[src/rtl/alu_share_arbiter.sv]
// alu_share_arbiter: shares one combinational ALU between two requesters.
// Round-robin arbitration on the request side. Each accepted operation
// occupies the ALU for a single execute cycle. The registered result is
// returned on one response channel, tagged with the owning requester id.
module alu_share_arbiter #(
  parameter int WIDTH = 62
) (
  input  logic             clk,
  input  logic             rst_n,
  // requester 0
  input  logic             req0_valid,
  output logic             req0_ready,
  input  logic [WIDTH-1:0] req0_a,
  input  logic [WIDTH-1:0] req0_b,
  input  logic [3:0]       req0_op,
  // requester 1
  input  logic             req1_valid,
  output logic             req1_ready,
  input  logic [WIDTH-1:0] req1_a,
  input  logic [WIDTH-1:0] req1_b,
  input  logic [3:0]       req1_op,
  // shared ALU
  output logic [WIDTH-1:0] alu_a,
  output logic [WIDTH-1:0] alu_b,
  output logic [3:0]       alu_ctrl,
  input  logic [WIDTH-1:0] alu_c,
  // response channel
  output logic             rsp_valid,
  input  logic             rsp_ready,
  output logic             rsp_id,
  output logic [WIDTH-1:0] rsp_data,
  output logic             rsp_err,
  output logic             busy
);

  localparam logic [3:0] OP_AND  = 4'b0000;
  localparam logic [3:0] OP_OR   = 4'b0001;
  localparam logic [3:0] OP_ADD  = 4'b0010;
  localparam logic [3:0] OP_SUB  = 4'b0110;
  localparam logic [3:0] OP_NONE = 4'b0111;

  typedef enum logic [1:0] {
    IDLE = 2'd0,
    EXEC = 2'd1,
    RESP = 2'd2
  } state_t;

  state_t           state;
  logic             prio;       // requester that wins when both are valid
  logic             grant;      // selected requester id
  logic             grant_vld;  // at least one requester is pending
  logic [WIDTH-1:0] sel_a;
  logic [WIDTH-1:0] sel_b;
  logic [3:0]       sel_op;

  // True for the five op codes the ALU understands.
  function automatic logic op_legal(input logic [3:0] op);
    case (op)
      OP_AND, OP_OR, OP_ADD, OP_SUB, OP_NONE: return 1'b1;
      default:                                return 1'b0;
    endcase
  endfunction

  // Illegal codes are replaced by NONE so the ALU never sees them.
  function automatic logic [3:0] op_sanitize(input logic [3:0] op);
    return op_legal(op) ? op : OP_NONE;
  endfunction

  // Arbitration: a lone requester wins outright, a tie goes to the pointer.
  always_comb begin
    grant_vld = req0_valid | req1_valid;
    grant     = 1'b0;
    if (req0_valid && req1_valid) begin
      grant = prio;
    end else if (req1_valid) begin
      grant = 1'b1;
    end
  end

  // Winner's operands, muxed ahead of the accept edge.
  always_comb begin
    sel_a  = grant ? req1_a  : req0_a;
    sel_b  = grant ? req1_b  : req0_b;
    sel_op = grant ? req1_op : req0_op;
  end

  // Ready is only offered in IDLE to the granted, pending requester, and
  // is held low while reset is asserted.
  always_comb begin
    req0_ready = rst_n && (state == IDLE) && grant_vld && !grant;
    req1_ready = rst_n && (state == IDLE) && grant_vld &&  grant;
  end

  // Control FSM with registered ALU drive and response outputs.
  always_ff @(posedge clk or negedge rst_n) begin
    if (!rst_n) begin
      state     <= IDLE;
      prio      <= 1'b0;
      busy      <= 1'b0;
      rsp_valid <= 1'b0;
      rsp_id    <= 1'b0;
      rsp_data  <= '0;
      rsp_err   <= 1'b0;
      alu_a     <= '0;
      alu_b     <= '0;
      alu_ctrl  <= OP_NONE;
    end else begin
      case (state)
        IDLE: begin
          if (grant_vld) begin
            // Accept edge: the ALU drive registers double as the operand latch.
            alu_a    <= sel_a;
            alu_b    <= sel_b;
            alu_ctrl <= op_sanitize(sel_op);
            rsp_err  <= ~op_legal(sel_op);
            rsp_id   <= grant;
            busy     <= 1'b1;
            state    <= EXEC;
          end
        end
        EXEC: begin
          // Capture the ALU result and return the ALU inputs to idle values.
          rsp_data  <= alu_c;
          alu_a     <= '0;
          alu_b     <= '0;
          alu_ctrl  <= OP_NONE;
          rsp_valid <= 1'b1;
          state     <= RESP;
        end
        RESP: begin
          if (rsp_ready) begin
            // Hand priority to the requester that was not just served.
            prio      <= ~rsp_id;
            rsp_valid <= 1'b0;
            busy      <= 1'b0;
            state     <= IDLE;
          end
        end
        default: begin
          rsp_valid <= 1'b0;
          busy      <= 1'b0;
          state     <= IDLE;
        end
      endcase
    end
  end

endmodule

[config.mk]
export PLATFORM = sky130hd
export DESIGN_NAME = alu_share_arbiter
export DESIGN_NICKNAME = d
export VERILOG_FILES = /design/src/rtl/alu_share_arbiter.sv
export SDC_FILE = /design/constraint.sdc
export NUM_CORES = 1
export LEC_CHECK = 0
export CAP_MARGIN = 30
export CORE_AREA = 2 2 202 204
export CTS_BUF_LIST = sky130_fd_sc_hd__clkbuf_4 sky130_fd_sc_hd__clkbuf_8 sky130_fd_sc_hd__clkbuf_16
export CTS_CLUSTER_SIZE = 40
export DETAILED_ROUTE_END_ITERATION = 6
export DIE_AREA = 0 0 204 206
export PLACE_DENSITY = 0.48
export SYNTH_ARGS = -nofsm -noshare
export SYNTH_HDL_FRONTEND = slang
export SYNTH_SLANG_ARGS = --single-unit
[constraint.sdc]
create_clock -name clk -period 1.6 [get_ports clk]
set_input_delay 0.32 -clock clk [delete_from_list [all_inputs] [get_ports clk]]
set_output_delay 0.32 -clock clk [all_outputs]
set_load 0.005 [all_outputs]
==> results.cfg, run 1 <==
[worst_setup_path]
arrival_ns = 1.46
rrSetupSlack_ns = 0.06
critPathLaunchType = input port
critical_path_required_ns = 1.28
crit_path_end_kind = output pin
cp_max_fo = 3
r2r-end = alu_a[55]$_DFFE_PN0P_
r2r_cells = 8
r2r-start = prio$_DFFE_PN0P_
critPathKind = in2out

[place]
place_ws_ns = -0.639
dp_hpwl_mm = 26.3
io_buffer_count = 518
gp_congestion = 0.739

[global_routing]
antenna_found_initial = 0
grt_max_degree = 155
grt_pass1_vias = 8420
grt_usage_pct = 16.8
overflow = 0
grt_pass1_wl_mm = 52.9

[die]
die_w_um = 204
io-pin-count = 519
rows = 74
fp.coreArea_um2 = 40200
die_area_um2 = 42000
die_h_um = 206
initial_core_util_pct = 21.9

[pwr]
seqPwrFrac_pct = 33.7
switching_power_uw = 9100
switching_share_pct = 36.7
power_uw = 24800
irDropWorstVdd_uv = 731
leakagePower_uw = 0.00766
comb_power_share_pct = 47.4
p_int_uw = 15700
powerDensity_nw_per_um2 = 1590
p_clk_share_pct = 18.9

[logic_synthesis]
synth_most_common_cell = dfrtp_1
postSynthAreaPerCell_um2 = 10.1
ys_warn_count = 0
ys_types = 32
synthesis.nets = 1191
netlist_area_um2 = 8800
synth_top_area_share_pct = 55.2
yosysSeqAreaShare_pct = 56.1
async_reset_ff_share_pct = 100
ys_ff_latch = 197
netlist_top_cells_area = dfrtp_1 (55%), mux2i_1 (14%), nand2_1 (8.1%)
ys.flop_type = dfrtp_1
yosys.area.top_type = dfrtp_1
synthCells = 868
synth_commonest_cells = dfrtp_1 (194), nand2_1 (191), mux2i_1 (124), nand3_1 (124), o21ai_0 (88)
synth_edf_count = 0

[detailed_routing]
drcViolationCount = 0
drtAntennaViolNets = 0
wl_mm = 36.2
firstDrtPassIters = 4
via_per_inst = 4.28
dr.first_iter.drc_count = 319
wire_per_inst_um = 18.6
vias = 8368

[clock_tree]
cts_buffer_depth = 2
ctsRootBufferMaster = clkbuf_16
clk_latency_ns = 0.46
cts_sinks = 197
htreeDepth = 4
clk_pin_slew_ns = 0.08
cts_tree = done
cts_inserted_buffers = 17

[timing]
period_needed_ns = 1.78
fin_ws_ns = -0.175
clock-skew-final_ns = 0.0108
rsz0062_at_grt = yes
setup_viol = 2
worstMarginPinSlew_ns = 0.921
holdWs_ns = -0.0577
timing.fmax_mhz = 563
period_share_pct = 111
maxSlewViolCount = 0
hold_viol = 9
relSlewSlack_pct = 38.6

[layout]
area_delta_synth_final_pct = 77.8
diodes = 0
layout.nets = 1731
drive_gt1_share_pct = 8.80
n_fill_cell = 4110

[hold_path]
hp-class = in2async

[run]
max-cap-violations = 0

[status]
violations = negative hold slack, negative setup slack
status = complete, but fails checks
## worst max-delay path, stage by stage
cell and delay (ns):
clkdlybuf4s50_1 0.59, nand2b_4 0.11, buf_6 0.12, and4_1 0.17
buf_2 0.14
## state kept, by name (all words and copies together), names as in the netlist
register	count
state	2
rsp_valid	1
alu_a	62
rsp_err	1
alu_ctrl	4
prio	1
rsp_data	62
rsp_id	1
alu_b	62
busy	1
## kinds of logic (layout without fill, tap and decap cells)
kind of cell	count (synthesis)	after routing	synth area share, %
flip-flops	197	197	56.1
AO/OA/AOI/OAI	138	138	8.27
multiplexers	124	124	14.1
buffers and inverters	71	624	4.78
AND/OR/NAND/NOR	338	338	16.8
## layout by cell type, fill, tap and decap left out, drive strengths merged, types with 2 or more instances in the layout
| master | instances |
|---|---|
| nand2 | 192 |
| dfstp | 3 |
| inv | 6 |
| nand4 | 2 |
| dfrtp | 194 |
| mux2i | 124 |
| nand2b | 4 |
| clkdlybuf4s50 | 321 |
| clkbuf | 23 |
| clkinvlp | 3 |
| o32ai | 2 |
| bufbuf | 2 |
| dlygate4sd2 | 191 |
| nor2 | 9 |
| clkinv | 2 |
| bufinv | 3 |
| o21a | 2 |
| buf | 70 |
| and3 | 2 |
| nor2b | 3 |
| o21ai | 128 |
| nand3 | 124 |
| clkdlybuf4s15 | 2 |
## final cells by class
cell class                 count  area [um2]  share of cell area (%)
timing repair buffer         590        5920                    37.8
sequential                   197        4930                    31.5
multi-input combinational    600        3500                    22.4
tap                          532         666                    4.25
clock buffer                  20         454                    2.90
clock inverter                12         168                    1.07
inverter                       2        7.51                  0.0480
## worst max-delay path by stage
| stage | startpoint | endpoint | slack, ns | cells past startpoint |
|---|---|---|---|---|
| floorplan | prio$_DFFE_PN0P_ | req0_ready | 0.09 | 5 |
| global placement | req0_valid | req0_ready | -0.62 | 5 |
| detailed placement | req0_valid | req0_ready | -0.64 | 5 |
| CTS | state[1]$_DFFE_PN0P_ | req0_ready | -0.24 | 5 |
| global route | state[0]$_DFFE_PN0P_ | req0_ready | -0.25 | 5 |
| finish | req0_valid | req1_ready | -0.18 | 5 |
## through the flow
step / cells / util [%] / hold WS, ns / setup TNS, ns / instance area (um2)
2_1_floorplan: 868 / - / 0.0244 / 0 / 8800
3_3_place_gp: 1891 / 36.8 / 0.139 / -57.86 / 14800
3_5_place_dp: 1891 / 36.8 / 0.139 / -61.28 / 14800
4_1_cts: 1946 / 38.6 / 0.0648 / -0.446 / 15500
5_1_grt: 1953 / 38.9 / 0.0314 / -0.525 / 15600
6_report: 1953 / 38.9 / -0.0577 / -0.345 / 15600
## repair_timing
item | in CTS | in global routing
pin swaps | 3 | 4
endpoints found under the setup margin | 272 | 81
resized for setup | 223 | 23
hold buffers | 1 | 0
endpoints found under the hold margin | 1 | 0
buffers inserted | 19 | 5
gates cloned | 4 | 2
## power by group through the flow
| stage | combinational [uW] | sequential [uW] | clock, uW |
|---|---|---|---|
| 3_3_place_gp | 12700 | 8490 | 0 |
| 2_1_floorplan | 4900 | 8700 | 0 |
| 3_5_place_dp | 12700 | 8540 | 0 |
| 4_1_cts | 11700 | 8390 | 4890 |
| 6_report | 11800 | 8360 | 4680 |
| 5_1_grt | 13000 | 8680 | 5090 |
## routing by layer
metal	share of wire [%]	track usage [%]	vias to the layer above	wire [um]
li1	-	-	4066	-
met1	41	19.9	3914	14900
met2	47	27.2	345	16900
met3	9.8	6.76	43	3540
met4	2.4	6.55	0	865
met5	0	0	-	0
Note: power is estimated with default switching activity, not from simulation.
==> run 2, diff against run 1 <==
--- a/config.mk
+++ b/config.mk
@@ -11,7 +11,8 @@
 export CTS_CLUSTER_SIZE = 40
 export DETAILED_ROUTE_END_ITERATION = 6
 export DIE_AREA = 0 0 204 206
-export PLACE_DENSITY = 0.48
+export HOLD_SLACK_MARGIN = 0.05
+export PLACE_DENSITY = 0.5
 export SYNTH_ARGS = -nofsm -noshare
 export SYNTH_HDL_FRONTEND = slang
 export SYNTH_SLANG_ARGS = --single-unit
==> run 2 against run 1 <==
  * The flow finishes with violations (negative setup slack)
  * Via count decreased by 0.76%
  * Wire length decreased by 1.7%
  * Critical path type is now reg2out
  * Critical endpoint unchanged
  * Largest cell class unchanged
  * Clock power decreased by 7.5%
==> results.cfg, run 2 (synthesized netlist as in run 1, its figures left out) <==
[status]
status = complete, but fails checks
violations = negative setup slack

[timing]
setup_tns_ns = -0.330
setup_viol = 2
relSlewSlack_pct = 66.7
period_needed_ns = 1.77
worstMarginPinSlew_ns = 0.500
period_share_pct = 110
rsz0062_at_grt = yes
hold_viol = 0
timing.fmax_mhz = 566
maxSlewViolCount = 0
clock-skew-final_ns = 0.0102
fin_ws_ns = -0.166

[pwr]
powerDensity_nw_per_um2 = 1550
power_uw = 24400
leakagePower_uw = 0.00764
irDropWorstVdd_uv = 689

[clock_tree]
clk_latency_ns = 0.46
clk_pin_slew_ns = 0.07
htreeDepth = 4
cts_tree = done
ctsRootBufferMaster = clkbuf_16
cts_sinks = 197
cts_inserted_buffers = 17
cts_buffer_depth = 2

[detailed_routing]
firstDrtPassIters = 4
wl_mm = 35.6
via_per_inst = 4.26
vias = 8304
dr.first_iter.drc_count = 350
drtAntennaViolNets = 0
wire_per_inst_um = 18.3
drcViolationCount = 0

[layout]
reg_top3 = alu_a x62, alu_b x62, rsp_data x62
area_delta_synth_final_pct = 78.4
layout.cells.most_common_list = clkdlybuf4s50_1 (319), dfrtp_1 (194), dlygate4sd2_1 (192)
drive_gt1_share_pct = 9.03
final_common_cell = clkdlybuf4s50_1
layout.nets = 1727
n_fill_cell = 4142

[die]
fp.coreArea_um2 = 40200
die_area_um2 = 42000
initial_core_util_pct = 21.9
die_h_um = 206
rows = 74
die_w_um = 204
io-pin-count = 519

[worst_setup_path]
crit_path_end_kind = output pin
critical_path_required_ns = 1.28
crit_path_start = prio$_DFFE_PN0P_
arrival_ns = 1.45
critPathLaunchType = register
cp_max_fo = 3
r2r_cells = 8
crit_chain = nand2b_4 > buf_6 > and4_1 > buf_2
critPathKind = reg2out
critPathMaxStageDelay_ns = 0.38
slowest_stage = dfrtp_1
r2r-start = prio$_DFFE_PN0P_

[hold_path]
hold_path.startpoint = req0_valid
holdPathStages = 4
hp-class = in2reg

[place]
dp_hpwl_mm = 25.2
io_buffer_count = 518
gp_congestion = 0.775

[global_routing]
grt_usage_pct = 16.2
antenna_found_initial = 0
grt_pass1_wl_mm = 50.9
grt_pass1_vias = 8271
grt_max_degree = 161
overflow = 0

[run]
max-cap-violations = 0
==> run 2: cell count changes in the layout (fill, tap and decap cells not counted), sizes merged <==
cell	previous run	this run
bufbuf	2	0
diode	0	1
bufinv	3	1
clkdlybuf4s15	2	0
dlymetal6s2s	0	1
clkinv	2	4
buf	70	67
inv	6	8
dlygate4sd2	191	192
clkdlybuf4s50	321	319
clkbuf	23	24
==> run 2: cell type report <==
class / instances / area, um2 / area share (%)
inverter: 2 / 7.51 / 0.0478
multi-input combinational: 600 / 3550 / 22.6
sequential: 197 / 4930 / 31.4
antenna: 1 / 2.50 / 0.0159
timing repair buffer: 586 / 5960 / 38.0
tap: 532 / 666 / 4.24
clock buffer: 18 / 433 / 2.76
clock inverter: 14 / 141 / 0.901
==> run 2: timing repair <==
action / CTS / global route
setup buffers: 13 / 4
hold endpoints to repair: 72 / 0
cloned: 4 / 6
endpoints found under the setup margin: 286 / 191
pin swaps: 3 / 4
hold buffers: 1 / 0
gates resized for setup: 236 / 32
==> run 2: path summary, 6_finish.rpt <==
| kind | to | slack (ns) |
|---|---|---|
| min in group asynchronous | state[1]$_DFFE_PN0P_ | 0.54 |
| worst max register to register | alu_b[41]$_DFFE_PN0P_ | 0.03 |
| max in group asynchronous | alu_b[8]$_DFFE_PN0P_ | 0.20 |
| worst max-delay path | req1_ready | -0.17 |
| worst min register to register | rsp_data[15]$_DFFE_PN0P_ | 0.47 |
| worst min-delay path | state[0]$_DFFE_PN0P_ | 0.37 |
==> run 2: per-layer routing <==
layer / GRT usage [%] / up-vias / wire length (um)
li1: - / 4066 / -
met1: 19.8 / 3865 / 15000
met2: 27.1 / 345 / 17100
met3: 5.08 / 28 / 2910
met4: 5.23 / 0 / 569
met5: 0 / - / 0
==> run 2: through the flow <==
| step | utilization (%) | instances | cell area [um2] | setup slack [ns] | hold slack [ns] |
|---|---|---|---|---|---|
| global route | 39.1 | 1949 | 15700 | -0.261 | 0.372 |
| global placement | 36.8 | 1891 | 14800 | -0.650 | 0.291 |
| CTS | 38.5 | 1941 | 15500 | -0.237 | 0.344 |
| floorplan | - | 868 | 8800 | 0.0854 | 0.0244 |
| detailed placement | 36.8 | 1891 | 14800 | -0.666 | 0.301 |
| finish | 39.1 | 1950 | 15700 | -0.166 | 0.367 |
==> run 2: report_power, final <==
part	internal (uW)	switching, uW	total (uW)	leakage [uW]
clock	2210	2130	4330	0.000275
combinational	5800	5900	11700	0.00490
sequential	7280	1100	8380	0.00246
==> run 2: critical path: cells and delay by family (launching register included) <==
family                 cells  cell delay, ns
buffers and inverters      2            0.26
AND/OR/NAND/NOR            2            0.35
flip-flops                 1            0.38
